==> src/rtl/hazard_ctrl.sv <==
// Pipeline hazard controller: load-use stalls, taken-branch flushes, mult/div
// sequencing with HI/LO interlock, and a saturating stall-cycle counter.
module hazard_ctrl #(
  parameter int REG_W     = 5,
  parameter int MD_CYCLES = 32,
  parameter int CNT_W     = 6,
  parameter int PERF_W    = 16
) (
  input  logic              clk,
  input  logic              reset,
  input  logic [REG_W-1:0]  id_rs,
  input  logic [REG_W-1:0]  id_rt,
  input  logic              id_uses_rs,
  input  logic              id_uses_rt,
  input  logic              id_md_start,
  input  logic              id_reads_hilo,
  input  logic              ex_memread,
  input  logic [REG_W-1:0]  ex_rd,
  input  logic              ex_branch_taken,
  output logic              pc_en,
  output logic              ifid_en,
  output logic              ifid_flush,
  output logic              idex_flush,
  output logic              md_start,
  output logic              md_busy,
  output logic              md_done,
  output logic [PERF_W-1:0] stall_cycles
);

  typedef enum logic {
    S_IDLE = 1'b0,
    S_BUSY = 1'b1
  } state_t;

  // Count reaches zero in the md_done cycle, MD_CYCLES-1 cycles after launch.
  localparam logic [CNT_W-1:0] MD_LOAD = CNT_W'(MD_CYCLES - 2);

  state_t             r_state;
  state_t             w_state_nxt;
  logic [CNT_W-1:0]   r_count;
  logic [CNT_W-1:0]   w_count_nxt;
  logic [PERF_W-1:0]  r_stall_cycles;

  logic w_rs_hit;
  logic w_rt_hit;
  logic w_lu;
  logic w_busy;
  logic w_last;
  logic w_mdh;
  logic w_can_launch;

  logic w_pc_en;
  logic w_ifid_en;
  logic w_ifid_flush;
  logic w_idex_flush;
  logic w_md_start;
  logic w_md_busy;
  logic w_md_done;

  assign w_rs_hit     = id_uses_rs & (id_rs == ex_rd);
  assign w_rt_hit     = id_uses_rt & (id_rt == ex_rd);
  assign w_lu         = ex_memread & (ex_rd != '0) & (w_rs_hit | w_rt_hit);
  assign w_busy       = (r_state == S_BUSY);
  assign w_last       = w_busy & (r_count == '0);
  assign w_mdh        = w_busy & ~w_last & (id_md_start | id_reads_hilo);
  assign w_can_launch = (r_state == S_IDLE) | w_last;

  always_comb begin
    w_pc_en      = 1'b0;
    w_ifid_en    = 1'b0;
    w_ifid_flush = 1'b0;
    w_idex_flush = 1'b0;
    w_md_start   = 1'b0;
    w_md_busy    = 1'b0;
    w_md_done    = 1'b0;
    w_state_nxt  = r_state;
    w_count_nxt  = r_count;

    // The unit keeps counting through stalls and flushes.
    if (w_busy) begin
      w_count_nxt = r_count - 1'b1;
      if (w_last) begin
        w_state_nxt = S_IDLE;
      end
    end

    if (!reset) begin
      w_md_busy = w_busy;
      w_md_done = w_last;
      if (ex_branch_taken) begin
        w_pc_en      = 1'b1;
        w_ifid_en    = 1'b1;
        w_ifid_flush = 1'b1;
        w_idex_flush = 1'b1;
      end else if (w_lu | w_mdh) begin
        w_idex_flush = 1'b1;
      end else begin
        w_pc_en    = 1'b1;
        w_ifid_en  = 1'b1;
        w_md_start = id_md_start & w_can_launch;
        if (w_md_start) begin
          w_state_nxt = S_BUSY;
          w_count_nxt = MD_LOAD;
        end
      end
    end
  end

  always_ff @(posedge clk or posedge reset) begin
    if (reset) begin
      r_state <= S_IDLE;
      r_count <= '0;
    end else begin
      r_state <= w_state_nxt;
      r_count <= w_count_nxt;
    end
  end

  always_ff @(posedge clk or posedge reset) begin
    if (reset) begin
      r_stall_cycles <= '0;
    end else if (!w_pc_en && (r_stall_cycles != '1)) begin
      r_stall_cycles <= r_stall_cycles + 1'b1;
    end
  end

  assign pc_en        = w_pc_en;
  assign ifid_en      = w_ifid_en;
  assign ifid_flush   = w_ifid_flush;
  assign idex_flush   = w_idex_flush;
  assign md_start     = w_md_start;
  assign md_busy      = w_md_busy;
  assign md_done      = w_md_done;
  assign stall_cycles = r_stall_cycles;

endmodule

==> config.mk <==
export PLATFORM = sky130hd
export DESIGN_NAME = hazard_ctrl
export DESIGN_NICKNAME = d
export VERILOG_FILES = /design/src/rtl/hazard_ctrl.sv
export SDC_FILE = /design/constraint.sdc
export NUM_CORES = 1
export LEC_CHECK = 0
export CAP_MARGIN = 30
export CORE_ASPECT_RATIO = 1.2
export CORE_MARGIN = 2
export CORE_UTILIZATION = 41
export DETAILED_ROUTE_END_ITERATION = 10
export GPL_TIMING_DRIVEN = 0
export PLACE_DENSITY = 0.7
export RECOVER_POWER = 25
export SYNTH_ARGS = -nofsm -noshare
export SYNTH_HDL_FRONTEND = slang
export SYNTH_SLANG_ARGS = --single-unit
export TNS_END_PERCENT = 50
==> constraint.sdc <==
create_clock -name clk -period 3.4 [get_ports clk]
set_clock_uncertainty 0.05 [all_clocks]
set_input_delay 0.68 -clock clk [delete_from_list [all_inputs] [get_ports clk]]
set_output_delay 0.68 -clock clk [all_outputs]
set_load 0.02 [all_outputs]
==> results of run 1 <==
==> per-stage QoR <==
step           TNS, ns   util  std cells  area [µm²]
4_1_cts              0  0.598        231        1860
2_1_floorplan        0      -        147        1350
5_1_grt              0  0.604        231        1880
3_5_place_dp     -1.63  0.588        227        1830
6_report             0  0.604        231        1880
3_3_place_gp     -1.46  0.588        227        1830
==> Yosys cell counts, drive strengths merged (2+ instances only) <==
master  count
a21oi       3
nor4b       3
dfrtp      23
nor2b       3
ha          2
inv         8
nand2b      2
nand4       6
nand2      18
xnor2      15
nand3       5
o21ai       3
nor2       18
nor3        8
xor2       14
buf         2
o41ai       3
and2        2
==> flip-flops by register name, summed over array words and instances (netlist names) <==
register	count
stall_cycles	16
r_state	1
r_count	6
==> report_power, final <==
part           total [mW]  internal [mW]  leakage (nW)  switching, mW
Sequential          0.485          0.369         0.266          0.116
Clock               0.126         0.0439        0.0177         0.0824
Combinational       0.496          0.254         0.502          0.242
==> worst max-delay path, delay by kind of cell <==
kind	cells	cell delay, ns
buffers and inverters	3	0.92
and+or+nand+nor	1	0.55
AOI/OAI and AO/OA	3	0.40
==> layout make-up <==
| class | count | area, µm² | share of cell area |
|---|---|---|---|
| Buffer | 3 | 22.5 | 0.0120 |
| Clock buffer | 3 | 22.5 | 0.0120 |
| Clock inverter | 1 | 5.00 | 0.00266 |
| Inverter | 8 | 33.8 | 0.0180 |
| Multi-Input combinational cell | 113 | 747 | 0.398 |
| Sequential cell | 23 | 576 | 0.306 |
| Tap cell | 36 | 45.0 | 0.0240 |
| Timing Repair Buffer | 44 | 427 | 0.227 |
==> cells by family after synthesis <==
family	count (synthesis)
and+or+nand+nor	68
buffers and inverters	11
DFF	23
AOI/OAI and AO/OA	12
xor gates and xnor gates	29
muxes	2
adders and majority gates	2
==> layer usage <==
layer	up-vias	wire [µm]	track usage
met5	-	0	0
met1	547	1150	0.188
met4	0	63	0.0744
li1	594	-	-
met2	40	1490	0.316
met3	6	155	0.0214
==> timing repair <==
action / CTS / global route
buffers inserted: 0 / 0
resized for setup: 13 / 5
setup endpoints to repair: 4 / 3
pin swaps: 0 / 1
==> final timing paths <==
check | startpoint | end | slack [ns] | cells past startpoint
hold / removal | stall_cycles[13]$_DFFE_PP0P_ | stall_cycles[13]$_DFFE_PP0P_ | 0.46 | 1
setup reg to reg | r_count[0]$_DFF_PP0_ | stall_cycles[4]$_DFFE_PP0P_ | 1.16 | 9
setup / recovery | ex_rd[0] | idex_flush | 0.12 | 7
max in group asynchronous | reset | stall_cycles[4]$_DFFE_PP0P_ | 2.47 | 2
min in group asynchronous | reset | stall_cycles[15]$_DFFE_PP0P_ | 0.52 | 2
hold reg to reg | stall_cycles[13]$_DFFE_PP0P_ | stall_cycles[13]$_DFFE_PP0P_ | 0.46 | 1
==> results.yml, run 1 <==
die:
  core_um2: 3110
  row_count: 22
  ios: 46
  die_h_um: 66.7
  start_util: 0.432
  chipWidth_um: 56.3
  dieArea_um2: 3760
placed_design:
  gp_congestion: 0.755
  hpwl_um: 2320
  port_buffers: 44
  pre_cts_ws_ns: -0.502
route:
  drt-initial-drc-count: 46
  vias: 1187
  viasPerCell: 5.14
  drt_first_pass_iters: 4
  drc: 0
  ant_nets: 0
  totalWireLength_um: 2850
  wl_per_cell_um: 12.4
power_and_ir_drop:
  p_total_mw: 1.11
  p_leak_nw: 0.785
  power.density_nw_per_um2: 590
  ir_drop_v: 0.000554
clock_network:
  htree_levels: 1
  cts_hold_buf: 0
  cts_tree: "built"
  clkLatencyLatePin_ns: 0.31
  numCtsBuffers: 3
  clockRootBuffer: "clkbuf_4"
  cts.sinks: 23
  clkTransAtPathRegs_ns: 0.13
  cts_max_path_buffers: 2
setup_path:
  slowest_stage: "or4_1"
  cp-start-kind: "input port"
  cp.required_ns: 2.67
  cp_data_arrival_time_ns: 2.55
  crit_type: "in2out"
  slowest_delay_ns: 0.55
  crit_path_end_kind: "output pin"
  crit_chain: "clkdlybuf4s50_1, or4_1, o21ai_2, inv_1, a21oi_4, a21oi_1, dlygate4sd2_1"
  path_max_fanout: 4
global_routing:
  grt_pass1_vias: 1180
  antenna_found_initial: 0
  grt_first_pass_wirelength_um: 4950
  grt_util_all_layers: 0.168
  overflow: 0
  grt_max_degree: 26
logic_synthesis:
  synth_mux_area_frac: 0.0158
  yosysTopAreaCellShare: 0.428
  synth-edff-count: 0
  syn_area_per_cell_um2: 9.15
  ys_ff_latch: 23
  synthesis.instances: 147
  synthArstFlopShare: 1.00
  synth_top_family_by_area: "simple AND/OR/NAND/NOR gates"
  netlist_top_cells_area: "dfrtp_1 (43%), xnor2_1 (9.8%), xor2_1 (9.1%)"
  synth_compound_area_frac: 0.0614
  synth_fa_ha_area_frac: 0.0186
  yosys_warnings: 0
  netlist_area_um2: 1350
  yosys.cell_types.count: 31
  yosys.area.top_type: "dfrtp_1"
  syn-num-nets: 172
  seq_area_frac_synth: 0.428
  yosys.area_share.simple: 0.248
  synthXorXnorAreaFrac: 0.189
  synth_flop_cell: "dfrtp_1"
final_layout:
  fin_nets: 221
  syn_to_final_growth_pct: 39.6
  drive_gt1_frac: 0.0872
  nFillCells: 293
  antenna_cells: 0
  final_cell_mix: "clkdlybuf4s50_1 (40), dfrtp_1 (23), nand2_1 (18), nor2_1 (18), xnor2_1 (15)"
  layout_commonest_cell: "clkdlybuf4s50_1"
timing:
  finalHoldViolations: 0
  min_period_ns: 3.28
  hold_slack_ns: 0.463
  slew_viol_final: 0
  finalCritPeriodShare: 0.965
  max_freq_ghz: 0.305
  setup-violations-final: 0
  tightest_slew_ns: 0.555
  slew_headroom: 0.626
  setup_slack_ns: 0.120
  rsz0062_at_grt: "true"
job:
  maxCapViolCount: 0
status:
  status: "finished, final reports clean"
hold_path:
  hp-class: "reg2reg"
Power figures use the tool's default switching activity.
==> run 2: changes to the inputs <==
--- a/config.mk
+++ b/config.mk
@@ -6,12 +6,12 @@
 export NUM_CORES = 1
 export LEC_CHECK = 0
 export CAP_MARGIN = 30
-export CORE_ASPECT_RATIO = 1.2
+export CORE_ASPECT_RATIO = 1.1
 export CORE_MARGIN = 2
-export CORE_UTILIZATION = 41
+export CORE_UTILIZATION = 40
 export DETAILED_ROUTE_END_ITERATION = 10
 export GPL_TIMING_DRIVEN = 0
-export PLACE_DENSITY = 0.7
+export PLACE_DENSITY = 0.72
 export RECOVER_POWER = 25
 export SYNTH_ARGS = -nofsm -noshare
 export SYNTH_HDL_FRONTEND = slang
==> constraint.sdc (replaced) <==
create_clock -name clk -period 2.8 [get_ports clk]
set_clock_uncertainty 0.05 [all_clocks]
set_input_delay 0.56 -clock clk [delete_from_list [all_inputs] [get_ports clk]]
set_output_delay 0.56 -clock clk [all_outputs]
set_load 0.02 [all_outputs]
==> run 2 against run 1 <==
Flip-flop and latch count unchanged. Critical path type unchanged. Largest power group unchanged. Combinational power increased by 36%. Global-route usage is 0.69 points higher. Core utilization increased by 0.088 points. Sequential power increased by 23%. Non-clock buffer count is 9 higher. Critical path depth rose by 2. Clock power is 21% higher. Final area up 5.5%. Register-to-register slack lost 0.63 ns.
==> results.yml, run 2 (synthesis results as in run 1) <==
status:
  status: "finished, final reports clean"
global_routing:
  met3_usage: 0.0319
  met1_usage: 0.220
  grt_util_all_layers: 0.175
  antenna_found_initial: 0
  grt_util_met2: 0.302
  grt_max_degree: 14
  grt_pass1_vias: 1226
  grt_first_pass_wirelength_um: 5260
  overflow: 0
  busiest_layer: "met2"
setup_path:
  cp-endpoint: "pc_en"
  crit_path_end_kind: "output pin"
  reg2reg_to: "stall_cycles[11]$_DFFE_PP0P_"
  crit_type: "in2out"
  r2r_start: "r_count[0]$_DFF_PP0_"
  crit_start: "ex_rd[2]"
  cp_data_arrival_time_ns: 2.15
  reg2regPathDepth: 11
  path_max_fanout: 3
  cp.required_ns: 2.19
  cp-start-kind: "input port"
  rrSetupSlack_ns: 0.53
power_and_ir_drop:
  power.density_nw_per_um2: 721
  clkPwrFrac: 0.107
  p_total_mw: 1.43
  p_sw_mw: 0.572
  ir_drop_v: 0.000484
  netSwitchingFraction: 0.401
  p_comb_frac: 0.474
  intPower_mw: 0.856
  p_leak_nw: 0.860
  seqPwrFrac: 0.419
clock_network:
  clkTransAtPathRegs_ns: 0.14
  cts_tree: "built"
  htree_levels: 1
  numCtsBuffers: 3
  cts_hold_buf: 0
  clkLatencyLatePin_ns: 0.31
  clockRootBuffer: "clkbuf_4"
  cts_max_path_buffers: 2
  cts.sinks: 23
die:
  dieArea_um2: 3840
  start_util: 0.411
  ios: 46
  die_h_um: 64.8
  core_um2: 3280
  row_count: 22
  chipWidth_um: 59.3
final_layout:
  largest_register_ffs: 16
  antenna_cells: 0
  final_cell_area_um2: 1980
  layout_commonest_cell: "clkdlybuf4s50_1"
  fin_cells: 241
  multi_input_area_um2: 796
  final_cell_mix: "clkdlybuf4s50_1 (34), dfrtp_1 (23), nand2_1 (18)"
  fin_nets: 231
  drive_gt1_frac: 0.171
  seq_area_um2: 576
  syn_to_final_growth_pct: 47.3
  nFillCells: 308
  utilization: 0.605
timing:
  hold_slack_ns: 0.410
  finalCritPeriodShare: 0.986
  slew_headroom: 0.588
  final.setup.tns_ns: 0
  setup-violations-final: 0
  tightest_slew_ns: 0.618
  min_period_ns: 2.76
  slew_viol_final: 0
  finalHoldViolations: 0
  rsz0062_at_grt: "true"
  max_freq_ghz: 0.362
  setup_slack_ns: 0.0380
hold_path:
  hp-class: "in2async"
placed_design:
  placedInstanceArea_um2: 1830
  dp_cells: 227
  port_buffers: 44
  gp_congestion: 0.689
  hpwl_um: 2350
  pre_cts_ws_ns: -0.844
job:
  maxCapViolCount: 0
route:
  viasPerCell: 5.12
  drt_first_pass_iters: 4
  drt-initial-drc-count: 38
  totalWireLength_um: 3170
  wl_per_cell_um: 13.1
  ant_nets: 0
  drc: 0
  vias: 1233
[run 2: metal layers]
| metal | vias to the layer above | wire, µm |
|---|---|---|
| met5 | - | 0 |
| met4 | 0 | 38 |
| met3 | 4 | 147 |
| met2 | 35 | 1630 |
| met1 | 581 | 1350 |
| li1 | 613 | - |
[run 2: how the worst min path moves through the flow]
stage / start / end / cells after the start
final: reset / stall_cycles[14]$_DFFE_PP0P_ / 3
after CTS: reset / stall_cycles[14]$_DFFE_PP0P_ / 2
after floorplan: r_count[1]$_DFF_PP0_ / r_count[1]$_DFF_PP0_ / 2
after global routing: reset / stall_cycles[14]$_DFFE_PP0P_ / 3
after global placement: stall_cycles[5]$_DFFE_PP0P_ / stall_cycles[5]$_DFFE_PP0P_ / 1
after detailed placement: stall_cycles[13]$_DFFE_PP0P_ / stall_cycles[13]$_DFFE_PP0P_ / 1
[run 2: final cells by class]
class / count / area share
repair inverters: 1 / 0.00253
clock buffers: 3 / 0.0114
well taps: 36 / 0.0227
clock inverters: 1 / 0.00253
plain buffers: 3 / 0.0114
inverters: 8 / 0.0171
multi-input cells: 113 / 0.402
repair buffers: 53 / 0.240
flip-flops and latches: 23 / 0.291
[run 2: repair_timing]
action / 4_1_cts / 5_1_grt
gates resized for setup: 31 / 14
cloned: 1 / 0
pin swaps: 2 / 4
setup endpoints to repair: 5 / 4
setup buffers: 1 / 8
[run 2: critical path: stages]
cell,delay [ns]
clkdlybuf4s15_1,0.22
or4_4,0.52
o21ai_4,0.18
inv_2,0.07
a21oi_4,0.17
nor2_1,0.06
nor2_1,0.12
buf_4,0.12
buf_4,0.12
[run 2: power by group through the flow]
| stage | Sequential [mW] | Combinational (mW) | Clock, mW |
|---|---|---|---|
| after global routing | 0.620 | 0.739 | 0.171 |
| final | 0.598 | 0.677 | 0.153 |
| after CTS | 0.597 | 0.617 | 0.155 |
| after detailed placement | 0.595 | 0.603 | 0 |
| after global placement | 0.588 | 0.588 | 0 |
| after floorplan | 0.661 | 0.272 | 0 |
==> run 3: changes to the inputs <==
--- a/config.mk
+++ b/config.mk
@@ -5,14 +5,17 @@
 export SDC_FILE = /design/constraint.sdc
 export NUM_CORES = 1
 export LEC_CHECK = 0
+export ABC_AREA = 1
 export CAP_MARGIN = 30
 export CORE_ASPECT_RATIO = 1.1
 export CORE_MARGIN = 2
-export CORE_UTILIZATION = 40
+export CORE_UTILIZATION = 41
 export DETAILED_ROUTE_END_ITERATION = 10
 export GPL_TIMING_DRIVEN = 0
-export PLACE_DENSITY = 0.72
+export HOLD_SLACK_MARGIN = 0.05
+export PLACE_DENSITY = 0.7
 export RECOVER_POWER = 25
+export SLEW_MARGIN = 20
 export SYNTH_ARGS = -nofsm -noshare
 export SYNTH_HDL_FRONTEND = slang
 export SYNTH_SLANG_ARGS = --single-unit
==> run 3 against run 2 <==
Final cell count grew 44%. Area after synthesis grew 23%. Die area grew 19%. Non-clock buffer count shrank 6. Largest cell class unchanged. Flip-flop and latch count is the same. Sequential share of layout area shrank 3.4 points. Wire length grew 14%. Maximum frequency grew 1.6%. Worst hold slack gained 0.078 ns. Critical path depth shrank 6.
==> results.yml, run 3 <==
timing:
  slew_viol_final: 0
  max_freq_ghz: 0.368
  tightest_slew_ns: 0.632
  setup-violations-final: 0
  setup_slack_ns: 0.0815
  rsz0062_at_grt: "false"
  final.setup.tns_ns: 0
  min_period_ns: 2.72
  slew_headroom: 0.579
  finalHoldViolations: 0
  finalCritPeriodShare: 0.971
clock_network:
  cts_max_path_buffers: 2
  cts_hold_buf: 0
  clkLatencyLatePin_ns: 0.26
  numCtsBuffers: 3
  htree_levels: 1
  cts_tree: "built"
  cts.sinks: 23
  clkTransAtPathRegs_ns: 0.08
  clockRootBuffer: "clkbuf_8"
route:
  viasPerCell: 4.78
  drt-initial-drc-count: 119
  vias: 1659
  totalWireLength_um: 3630
  ant_nets: 0
  drt_first_pass_iters: 4
  drc: 0
  wl_per_cell_um: 10.4
setup_path:
  slowest_stage: "dlygate4sd3_1"
  cp-start-kind: "input port"
  cp-endpoint: "ifid_flush"
  crit_buf_inv: 2
  cp.required_ns: 2.19
  rrSetupSlack_ns: 0.94
  crit_chain: "dlygate4sd3_1, nor2_2, clkdlybuf4s50_1"
  reg2reg_to: "stall_cycles[11]$_DFFE_PP0P_"
  reg2regPathDepth: 9
  r2r_start: "stall_cycles[0]$_DFFE_PP0P_"
  crit_type: "in2out"
  path_max_fanout: 7
  crit_family: "buffers and inverters"
  cp_num_cells: 3
  cp_data_arrival_time_ns: 2.11
  crit_path_end_kind: "output pin"
  crit_start: "reset"
  slowest_delay_ns: 0.66
final_layout:
  fin_nets: 321
  drive_gt1_frac: 0.0915
  layout_commonest_cell: "nand2_1"
  nFillCells: 376
  syn_to_final_growth_pct: 35.6
  antenna_cells: 0
  final_cell_mix: "nand2_1 (85), clkdlybuf4s50_1 (39), inv_1 (32)"
  largest_register_ffs: 16
placed_design:
  hpwl_um: 2810
  port_buffers: 45
  pre_cts_ws_ns: -1.17
  gp_congestion: 0.861
die:
  ios: 46
  dieArea_um2: 4560
  row_count: 24
  die_h_um: 70.6
  start_util: 0.421
  core_um2: 3930
  chipWidth_um: 64.6
power_and_ir_drop:
  p_leak_nw: 1.17
  power.density_nw_per_um2: 420
  p_total_mw: 0.943
  ir_drop_v: 0.000223
global_routing:
  antenna_found_initial: 0
  grt_util_all_layers: 0.168
  grt_pass1_vias: 1486
  grt_first_pass_wirelength_um: 6320
  overflow: 0
  grt_max_degree: 19
logic_synthesis:
  synth_most_common_cell: "nand2_1"
  synth-edff-count: 0
  ys_ff_latch: 23
  yosys_warnings: 0
  syn_area_per_cell_um2: 6.76
  synth_common_cells: "nand2_1 (86), inv_1 (33), nor2_1 (24)"
  seq_area_frac_synth: 0.348
  synthesis.instances: 245
  netlist_area_um2: 1660
  netlist_top_cells_area: "dfrtp_1 (35%), nand2_1 (20%), inv_1 (7.5%)"
  synth_flop_cell: "dfrtp_1"
  yosys.area.top_type: "dfrtp_1"
  yosysTopAreaCellShare: 0.348
  synthArstFlopShare: 1.00
  syn-num-nets: 270
  yosys.cell_types.count: 28
hold_path:
  hp-class: "reg2reg"
job:
  maxCapViolCount: 0
status:
  status: "finished, final reports clean"
## run 3: cell count changes after synthesis, moves of 4 or more
cell / before / now
nand2_1: 18 / 86
inv_1: 8 / 33
nand4_1: 5 / 18
xnor2_1: 15 / 2
nand3_1: 5 / 12
nor2_1: 18 / 24
inv_2: 0 / 4
## run 3: how the worst min path moves through the flow
stage	slack [ns]	depth (start not counted)	from	endpoint
CTS	0.48	2	stall_cycles[3]$_DFFE_PP0P_	stall_cycles[3]$_DFFE_PP0P_
floorplan	0.45	2	r_count[1]$_DFF_PP0_	r_count[1]$_DFF_PP0_
detailed placement	0.46	2	stall_cycles[3]$_DFFE_PP0P_	stall_cycles[3]$_DFFE_PP0P_
global placement	0.45	2	stall_cycles[15]$_DFFE_PP0P_	stall_cycles[15]$_DFFE_PP0P_
finish	0.49	2	stall_cycles[8]$_DFFE_PP0P_	stall_cycles[8]$_DFFE_PP0P_
global route	0.49	2	stall_cycles[3]$_DFFE_PP0P_	stall_cycles[3]$_DFFE_PP0P_
## run 3: final cells by class
class | count | area [µm²] | area share
clock buffer | 3 | 41.3 | 0.0184
timing repair buffer | 47 | 450 | 0.201
multi-input combinational | 179 | 930 | 0.414
buffer | 3 | 23.8 | 0.0106
inverter | 38 | 149 | 0.0663
sequential | 23 | 576 | 0.256
tap | 52 | 65.1 | 0.0290
timing repair inverter | 1 | 5.00 | 0.00223
clock inverter | 1 | 5.00 | 0.00223
## run 3: power by group
| part | internal (mW) | switching (mW) | leakage, nW |
|---|---|---|---|
| registers | 0.368 | 0.0499 | 0.293 |
| clock network | 0.0991 | 0.106 | 0.0255 |
| logic | 0.155 | 0.166 | 0.849 |
## run 3: timing repair
action                                  4_1_cts  5_1_grt
resized for setup                            12        7
cloned                                        1        0
buffers inserted                              2        0
pin swaps                                     1        0
endpoints found under the setup margin        4        3
## run 3: per-layer routing
metal	wire length, µm	vias to the layer above	part of all wire	GRT usage
li1	-	876	-	-
met1	1730	741	0.48	0.230
met2	1720	38	0.47	0.286
met3	144	4	0.040	0.0191
met4	40	0	0.011	0.0402
met5	0	-	0	0
## run 3: logic make-up (layout without fill, tap and decap cells)
| logic type | Yosys count | after routing | share of synthesized area |
|---|---|---|---|
| AND/OR/NAND/NOR | 156 | 156 | 0.430 |
| adder cells (fa/ha/maj) | 2 | 2 | 0.0151 |
| buffers and inverters | 43 | 93 | 0.106 |
| flip-flops | 23 | 23 | 0.348 |
| XOR/XNOR | 15 | 15 | 0.0794 |
| AO/OA/AOI/OAI | 6 | 6 | 0.0219 |
## run 3: worst register-to-register path, cell delays in order, from the launching register on
cell     delay [ns]
dfrtp_1        0.43
ha_1           0.21
nand2_1        0.11
nor3_4         0.25
nand2_2        0.12
nor2_4         0.11
nand2_4        0.09
buf_2          0.21
nand4_1        0.11
nand2_1        0.06
## run 3: per-stage QoR
stage	instances	utilization	hold WS, ns	area, µm²
global placement	342	0.552	0.451	2170
CTS	347	0.572	0.484	2250
finish	347	0.571	0.489	2240
floorplan	245	-	0.454	1660
detailed placement	342	0.552	0.463	2170
global route	347	0.571	0.495	2240
